<file path="src/rtl/tone_period_meter.sv">
// Measures the edge-to-edge interval of an asynchronous square wave in clk cycles
// and reports lock/loss of the tone.
module tone_period_meter #(
    parameter int unsigned CLOCK_FREQUENCY = 125_000_000,
    parameter logic [23:0] TIMEOUT_CYCLES  = 24'hFF_FFFF,
    parameter logic [3:0]  LOCK_COUNT      = 4'd2
) (
    input  logic        clk,
    input  logic        reset,
    input  logic        enable,
    input  logic        square_wave_in,
    output logic [23:0] half_period,
    output logic        period_valid,
    output logic        tone_present,
    output logic        edge_rising
);

    generate
        if (CLOCK_FREQUENCY == 0 || TIMEOUT_CYCLES < 24'd2 || LOCK_COUNT == 4'd0) begin : g_bad_cfg
            $error("tone_period_meter: illegal parameter set");
        end
    endgenerate

    typedef enum logic [1:0] {
        IDLE      = 2'd0,
        ARMED     = 2'd1,
        MEASURING = 2'd2
    } state_t;

    state_t      state, state_nx;
    logic [23:0] counter, counter_nx;
    logic [3:0]  lock, lock_nx;
    logic [23:0] hp_nx;
    logic        pv_nx, er_nx;
    logic        sync1, sync2, prev;
    logic        edge_det;

    assign edge_det     = sync2 ^ prev;
    assign tone_present = (lock == LOCK_COUNT);

    always_ff @(posedge clk) begin
        if (reset) begin
            sync1        <= 1'b0;
            sync2        <= 1'b0;
            prev         <= 1'b0;
            state        <= IDLE;
            counter      <= '0;
            lock         <= '0;
            half_period  <= '0;
            period_valid <= 1'b0;
            edge_rising  <= 1'b0;
        end else begin
            sync1        <= square_wave_in;
            sync2        <= sync1;
            prev         <= sync2;
            state        <= state_nx;
            counter      <= counter_nx;
            lock         <= lock_nx;
            half_period  <= hp_nx;
            period_valid <= pv_nx;
            edge_rising  <= er_nx;
        end
    end

    always_comb begin
        state_nx   = state;
        counter_nx = counter;
        lock_nx    = lock;
        hp_nx      = half_period;
        pv_nx      = 1'b0;
        er_nx      = 1'b0;
        if (!enable) begin
            state_nx   = IDLE;
            counter_nx = '0;
            lock_nx    = '0;
        end else begin
            er_nx = edge_det && sync2 && (state == ARMED || state == MEASURING);
            case (state)
                IDLE: begin
                    counter_nx = '0;
                    state_nx   = ARMED;
                end
                ARMED: begin
                    if (edge_det) begin
                        counter_nx = 24'd1;
                        state_nx   = MEASURING;
                    end
                end
                MEASURING: begin
                    // An edge on the timeout cycle still counts as a capture.
                    if (edge_det) begin
                        hp_nx      = counter;
                        pv_nx      = 1'b1;
                        counter_nx = 24'd1;
                        if (lock != LOCK_COUNT) lock_nx = lock + 4'd1;
                    end else if (counter == TIMEOUT_CYCLES) begin
                        state_nx   = ARMED;
                        counter_nx = '0;
                        lock_nx    = '0;
                    end else if (!(&counter)) begin
                        counter_nx = counter + 24'd1;
                    end
                end
                default: begin
                    state_nx   = IDLE;
                    counter_nx = '0;
                    lock_nx    = '0;
                end
            endcase
        end
    end

endmodule

</file>
<file path="config.mk">
export PLATFORM = sky130hd
export DESIGN_NAME = tone_period_meter
export DESIGN_NICKNAME = d
export VERILOG_FILES = /design/src/rtl/tone_period_meter.sv
export SDC_FILE = /design/constraint.sdc
export NUM_CORES = 1
export LEC_CHECK = 0
export CAP_MARGIN = 20
export CORE_MARGIN = 3
export CORE_UTILIZATION = 62
export CTS_CLUSTER_SIZE = 40
export DETAILED_ROUTE_END_ITERATION = 7
export DONT_BUFFER_PORTS = 1
export GPL_TIMING_DRIVEN = 0
export PLACE_DENSITY = 0.88
export SETUP_SLACK_MARGIN = 0.5
export SLEW_MARGIN = 30
export SYNTH_ARGS = -nofsm -noshare
export SYNTH_HDL_FRONTEND = slang
export SYNTH_SLANG_ARGS = --single-unit
</file>
<file path="constraint.sdc">
create_clock -name clk -period 2.6 [get_ports clk]
set_clock_uncertainty 0.05 [all_clocks]
set_input_delay 0.39 -clock clk [delete_from_list [all_inputs] [get_ports clk]]
set_output_delay 0.39 -clock clk [all_outputs]
set_load 0.03 [all_outputs]
</file>
==> results of run 1 <==
[where the power goes]
group	total (mW)	switching (mW)	internal, mW
clock	0.761	0.346	0.415
combinational	0.0615	0.0411	0.0204
sequential	0.909	0.00286	0.907
[kinds of logic (layout without fill, tap and decap cells)]
group	count (synthesis)	in the layout
flip-flops	59	59
adder cells (fa/ha/maj)	8	8
AO/OA/AOI/OAI	86	86
multiplexers	4	4
AND/OR/NAND/NOR	162	162
XOR/XNOR	2	2
buffers and inverters	27	51
[sequential cells by signal (all words and copies together), names as in the netlist]
register / cells
counter: 24
edge_rising: 1
half_period: 24
lock: 4
period_valid: 1
prev: 1
state: 2
sync1: 1
sync2: 1
[critical path: cells and delay by family (launching register included)]
family	cells	cell delay, ns
AOI/OAI and AO/OA	1	0.28
buffers and inverters	1	0.20
DFF	1	0.30
and+or+nand+nor	4	1.20
[final timing paths]
path                                                  to  slack [ns]                     from  cells after the start
worst max-delay path            counter[17]$_SDFFE_PP0N_        0.46  counter[4]$_SDFFE_PP0N_                      6
worst min-delay path                    sync1$_SDFF_PP0_        0.13           square_wave_in                      1
worst max register to register  counter[17]$_SDFFE_PP0N_        0.46  counter[4]$_SDFFE_PP0N_                      6
worst min register to register          sync2$_SDFF_PP0_        0.40         sync1$_SDFF_PP0_                      1
[routing by layer]
metal,global-route usage [%],vias up
li1,-,1276
met1,34.3,1272
met2,43.3,144
met3,4.38,25
met4,12.9,0
met5,0,-
[cell usage in the layout (no fill, tap or decap), drive strengths merged, types with 2 or more instances in the layout]
master / instances
nand3: 18
clkbuf: 25
nand4: 10
nor4: 4
nand2: 83
nor3: 3
nand2b: 2
a41oi: 3
ha: 8
inv: 9
a32oi: 2
nor2: 17
and3: 5
nor2b: 5
nand3b: 3
and2: 5
or3: 2
dfxtp: 59
mux2i: 4
a22o: 2
clkinv: 2
a31oi: 17
a21oi: 41
buf: 15
o21ai: 10
o31ai: 4
xnor2: 2
[repair_timing]
action,in CTS,in global routing
resized for setup,15,25
setup endpoints to repair,43,44
setup buffers,3,4
hold buffers,0,0
pin swaps,1,7
gates cloned,0,2
[cell type report]
cell class / instances / area (um^2)
multi-input combinational: 262 / 1620
sequential: 59 / 1190
fill: 301 / 907
clock buffer: 13 / 169
buffer: 18 / 98.8
timing repair buffer: 9 / 82.6
tap: 50 / 62.6
inverter: 9 / 33.8
clock inverter: 2 / 10.0
==> results_dict.tcl, run 1 <==
set metrics [dict create \
    ys_seq_elements 59 \
    powerDensity_nw_per_um2 530 \
    grt_max_degree 11 \
    maxCapViolCount 0 \
    hold_path.class "in -> reg" \
    synth-compound-area-share_pct 18.7 \
    fmax_mhz 466 \
    grt_pass1_vias 2364 \
    synth-seq-area-share_pct 42.1 \
    root_buffer "clkbuf_8" \
    nets 380 \
    ys_types 50 \
    rsz0062_at_grt "yes" \
    via_per_inst 6.44 \
    synth_top_area_share_pct 42.1 \
    dieArea_um2 5370 \
    tightest_slew_ns 0.694 \
    synth_commonest_cells "nand2_1 (82), dfxtp_1 (59), a21oi_1 (40), a31oi_1 (17)" \
    final_util_pct 78.3 \
    worst_path_largest_cell_delay_ns 0.52 \
    worst-setup-path-type "reg -> reg" \
    critical_path.max_fanout 9 \
    synth-xor-area-share_pct 0.624 \
    first_pass_iters 5 \
    p_total_mw 1.73 \
    dp_cells 398 \
    highest_layer "met4" \
    drt_wl_total_mm 7.17 \
    setup_viol 0 \
    overflow 0 \
    wl_met1_mm 2.88 \
    place_area_um2 2870 \
    final_cells 422 \
    place_ws_ns 0.314 \
    synth.most_common_cell "nand2_1" \
    worst_slack_ns 0.456 \
    area_delta_synth_final_pct 16.4 \
    ir_worst_vdd_mv 0.383 \
    num_vias 2717 \
    fin_crit_sh_pct 82.5 \
    synthesis.nets 360 \
    cp.arrival_ns 2.34 \
    cts_sinks 59 \
    cts.path.max_buffers 2 \
    std_cell_rows 23 \
    remaining_drc_errors 0 \
    synth_top_family_by_area "simple AND/OR/NAND/NOR gates" \
    end_kind "flop" \
    antenna_found_initial 0 \
    met2WireLength_mm 3.58 \
    hpwl_mm 4.43 \
    drive_above_1_share_pct 17.2 \
    synth.mux.area_fraction_pct 1.43 \
    numCtsBuffers 9 \
    core_um2 4170 \
    min_period_ns 2.14 \
    cp_cell_sequence "buf_2, nand4_4, nor2_4, nand3_2, or4b_1, a31oi_1" \
    grtUsageTotal_pct 26.7 \
    diodes 0 \
    cts_tree "done" \
    drtIter0Drc 215 \
    clk_pin_slew_worst_paths_ns 0.07 \
    synth_simple_gate_area_share_pct 29.7 \
    final.setup.tns_ns 0 \
    synth_cells 348 \
    io_buffers 0 \
    grt_pass1_wl_mm 11.1 \
    syn-cell-area_um2 2810 \
    place.gp.congestion 0.899 \
    dieHeight_um 73.3 \
    maxSlewViolCount 0 \
    finalHoldViolCount 0 \
    synth_top_area_cell "dfxtp_1" \
    startpoint_type "flop" \
    ant_nets 0 \
    clk_latency_ns 0.35 \
    ios 31 \
    yosysWarningCount 0 \
    slew_headroom_pct 53.5 \
    start_util_pct 67.2 \
    synthArstFlopShare_pct 0 \
    cp_slowest_cell "or4b_1" \
    post_drt_wl_per_cell_um 17.0 \
    synth.area.top_cells "dfxtp_1 (42%), nand2_1 (11%), a21oi_1 (7.1%), a31oi_1 (3.8%), ha_1 (3.6%)" \
    status "finished, final reports clean" \
    die_w_um 73.3 \
    htree_levels 3 \
    final_area_um2 3270 \
    synth-main-ff-cell "dfxtp_1" \
    p_leak_nw 1.15 \
    worstPathRequired_ns 2.80 \
    met3_length_um 486 \
    synthAdderAreaFrac_pct 3.57 \
    syn_avg_cell_area_um2 8.06 \
    synth_edf_count 0 \
    whs_ns 0.126 \
]
No activity file was read; power rests on OpenSTA's default activity.
==> inputs of run 2 (changes only) <==
clock period = 2.2 ns   (was 2.6 ns; I/O delays follow)
==> results_dict.tcl, run 2 (same netlist as run 1, synthesis figures left out) <==
set metrics [dict create \
    status "finished, final reports clean" \
    cp_slowest_cell "or3_4" \
    nets 402 \
    layout_common_cells "nand2_1 (74), dfxtp_1 (40), a21oi_1 (28)" \
    overflow 0 \
    startpoint_type "flop" \
    pwr-share-comb_pct 4.6 \
    register_area_um2 1220 \
    maxCapViolCount 0 \
    p_sw_mw 0.510 \
    first_pass_iters 6 \
    diodes 0 \
    worst-setup-path-type "reg -> reg" \
    cts_sinks 59 \
    clk_latency_ns 0.35 \
    slew_headroom_pct 55.5 \
    num_vias 3130 \
    start_util_pct 67.2 \
    rrSetupSlack_ns 0.18 \
    ant_nets 0 \
    p_int_mw 1.68 \
    clk_pin_slew_worst_paths_ns 0.07 \
    setup_viol 0 \
    grtUsageTotal_pct 31.0 \
    maxSlewViolCount 0 \
    place.gp.congestion 0.917 \
    remaining_drc_errors 0 \
    core_um2 4170 \
    whs_endpoint "sync1$_SDFF_PP0_" \
    fmax_mhz 495 \
    worst_path_largest_cell_delay_ns 0.42 \
    rr_endpoint "counter[7]$_SDFFE_PP0N_" \
    cts_tree "done" \
    timing.rr.start "prev$_SDFF_PP0_" \
    switching_share_pct 23.3 \
    p_total_mw 2.19 \
    std_cell_rows 23 \
    ios 31 \
    finalHoldViolCount 0 \
    grt_pass1_vias 2585 \
    hpwl_mm 4.60 \
    ir_worst_vdd_mv 0.903 \
    final_util_pct 90.3 \
    postCtsHoldBufs 0 \
    dieHeight_um 73.3 \
    min_path_cells 1 \
    final.setup.tns_ns 0 \
    reg.largest.list "counter: 24 flops, half_period: 24 flops, lock: 4 flops" \
    root_buffer "clkbuf_8" \
    final_cells 444 \
    cts.path.max_buffers 2 \
    dieArea_um2 5370 \
    drt_wl_total_mm 9.91 \
    area_delta_synth_final_pct 34.3 \
    multi_input_area_um2 1790 \
    post_drt_wl_per_cell_um 22.3 \
    dp_cells 398 \
    fin_crit_sh_pct 91.8 \
    end_kind "flop" \
    tightest_slew_ns 0.668 \
    antenna_found_initial 0 \
    die_w_um 73.3 \
    critical_path.max_fanout 8 \
    rsz0062_at_grt "yes" \
    cp.arrival_ns 2.24 \
    hold_path.class "in -> reg" \
    worstPathRequired_ns 2.42 \
    min_from "square_wave_in" \
    via_per_inst 7.05 \
    io_buffers 0 \
    fill_cells 176 \
    grt_max_degree 11 \
    mostFrequentLayoutCell "nand2_1" \
    numCtsBuffers 9 \
    p_leak_nw 1.41 \
    drive_above_1_share_pct 33.5 \
    grt_pass1_wl_mm 12.6 \
    clockPowerShare_pct 46.6 \
    seqPwrFrac_pct 48.9 \
    rr_worst_depth 9 \
    cp_cell_sequence "inv_2, ha_4, nand3b_1, or3_4, a21oi_4, buf_12, buf_8, o21ai_0, a31oi_1" \
    powerDensity_nw_per_um2 582 \
    whs_ns 0.0875 \
    htree_levels 3 \
    drtIter0Drc 496 \
    min_period_ns 2.02 \
]
-- run 2: timing repair --
action | in CTS | in global routing
cloned | 1 | 3
pin swaps | 9 | 17
endpoints found under the setup margin | 54 | 51
buffers inserted | 16 | 11
resized for setup | 46 | 58
-- run 2: per-layer routing --
metal  track usage [%]  vias up  wire length, um
met5                 0        -                0
met4              16.2        0              612
met3              8.21       82             1120
met2              49.1      317             4610
met1              38.5     1418             3560
li1                  -     1313                -
-- run 2: cell type report --
cell class / instances / share of cell area [%]
multi-input cells: 262 / 47.6
flip-flops and latches: 59 / 32.3
repair buffers: 31 / 8.27
clock buffers: 13 / 4.22
plain buffers: 18 / 4.05
well taps: 50 / 1.66
inverters: 9 / 0.963
clock inverters: 2 / 0.930
-- run 2: how the worst max path moves through the flow --
stage                             start                        to  slack (ns)  depth (start not counted)
6_report                prev$_SDFF_PP0_   counter[7]$_SDFFE_PP0N_        0.18                          9
5_1_grt        counter[12]$_SDFFE_PP0N_  counter[20]$_SDFFE_PP0N_        0.12                          8
4_1_cts           state[0]$_SDFFE_PP0P_  counter[15]$_SDFFE_PP0N_        0.29                          9
3_5_place_dp      state[1]$_SDFFE_PP0P_   counter[5]$_SDFFE_PP0N_        0.04                          7
3_3_place_gp      state[1]$_SDFFE_PP0P_  counter[12]$_SDFFE_PP0N_         0.1                          7
2_1_floorplan           prev$_SDFF_PP0_  counter[22]$_SDFFE_PP0N_        0.38                          8
-- run 2: power groups by stage --
stage | Combinational, mW | Clock [mW] | Sequential, mW
floorplan | 0.0493 | 0 | 1.10
global placement | 0.0623 | 0 | 1.10
detailed placement | 0.0661 | 0 | 1.10
CTS | 0.0784 | 0.995 | 1.07
global route | 0.105 | 1.06 | 1.07
finish | 0.100 | 1.02 | 1.07
-- run 2: critical path, delay by kind of cell (launching register included) --
family          cells  cell delay [ns]
flops               1             0.33
compound gates      3             0.44
simple gates        2             0.53
fa+ha+maj           1             0.26
buf+inv             3             0.34
-- run 2: through the flow --
| stage | instance area [um^2] | setup WS [ns] |
|---|---|---|
| after floorplan | 2890 | 0.383 |
| after global placement | 2950 | 0.0972 |
| after detailed placement | 2950 | 0.0431 |
| after CTS | 3440 | 0.291 |
| after global routing | 3770 | 0.120 |
| final | 3770 | 0.181 |
==> inputs of run 3 (changes only) <==
CAP_MARGIN = 5   (was 20)
==> results of run 3 <==
The final DEF is identical to that of run 2; final timing and power are the same.
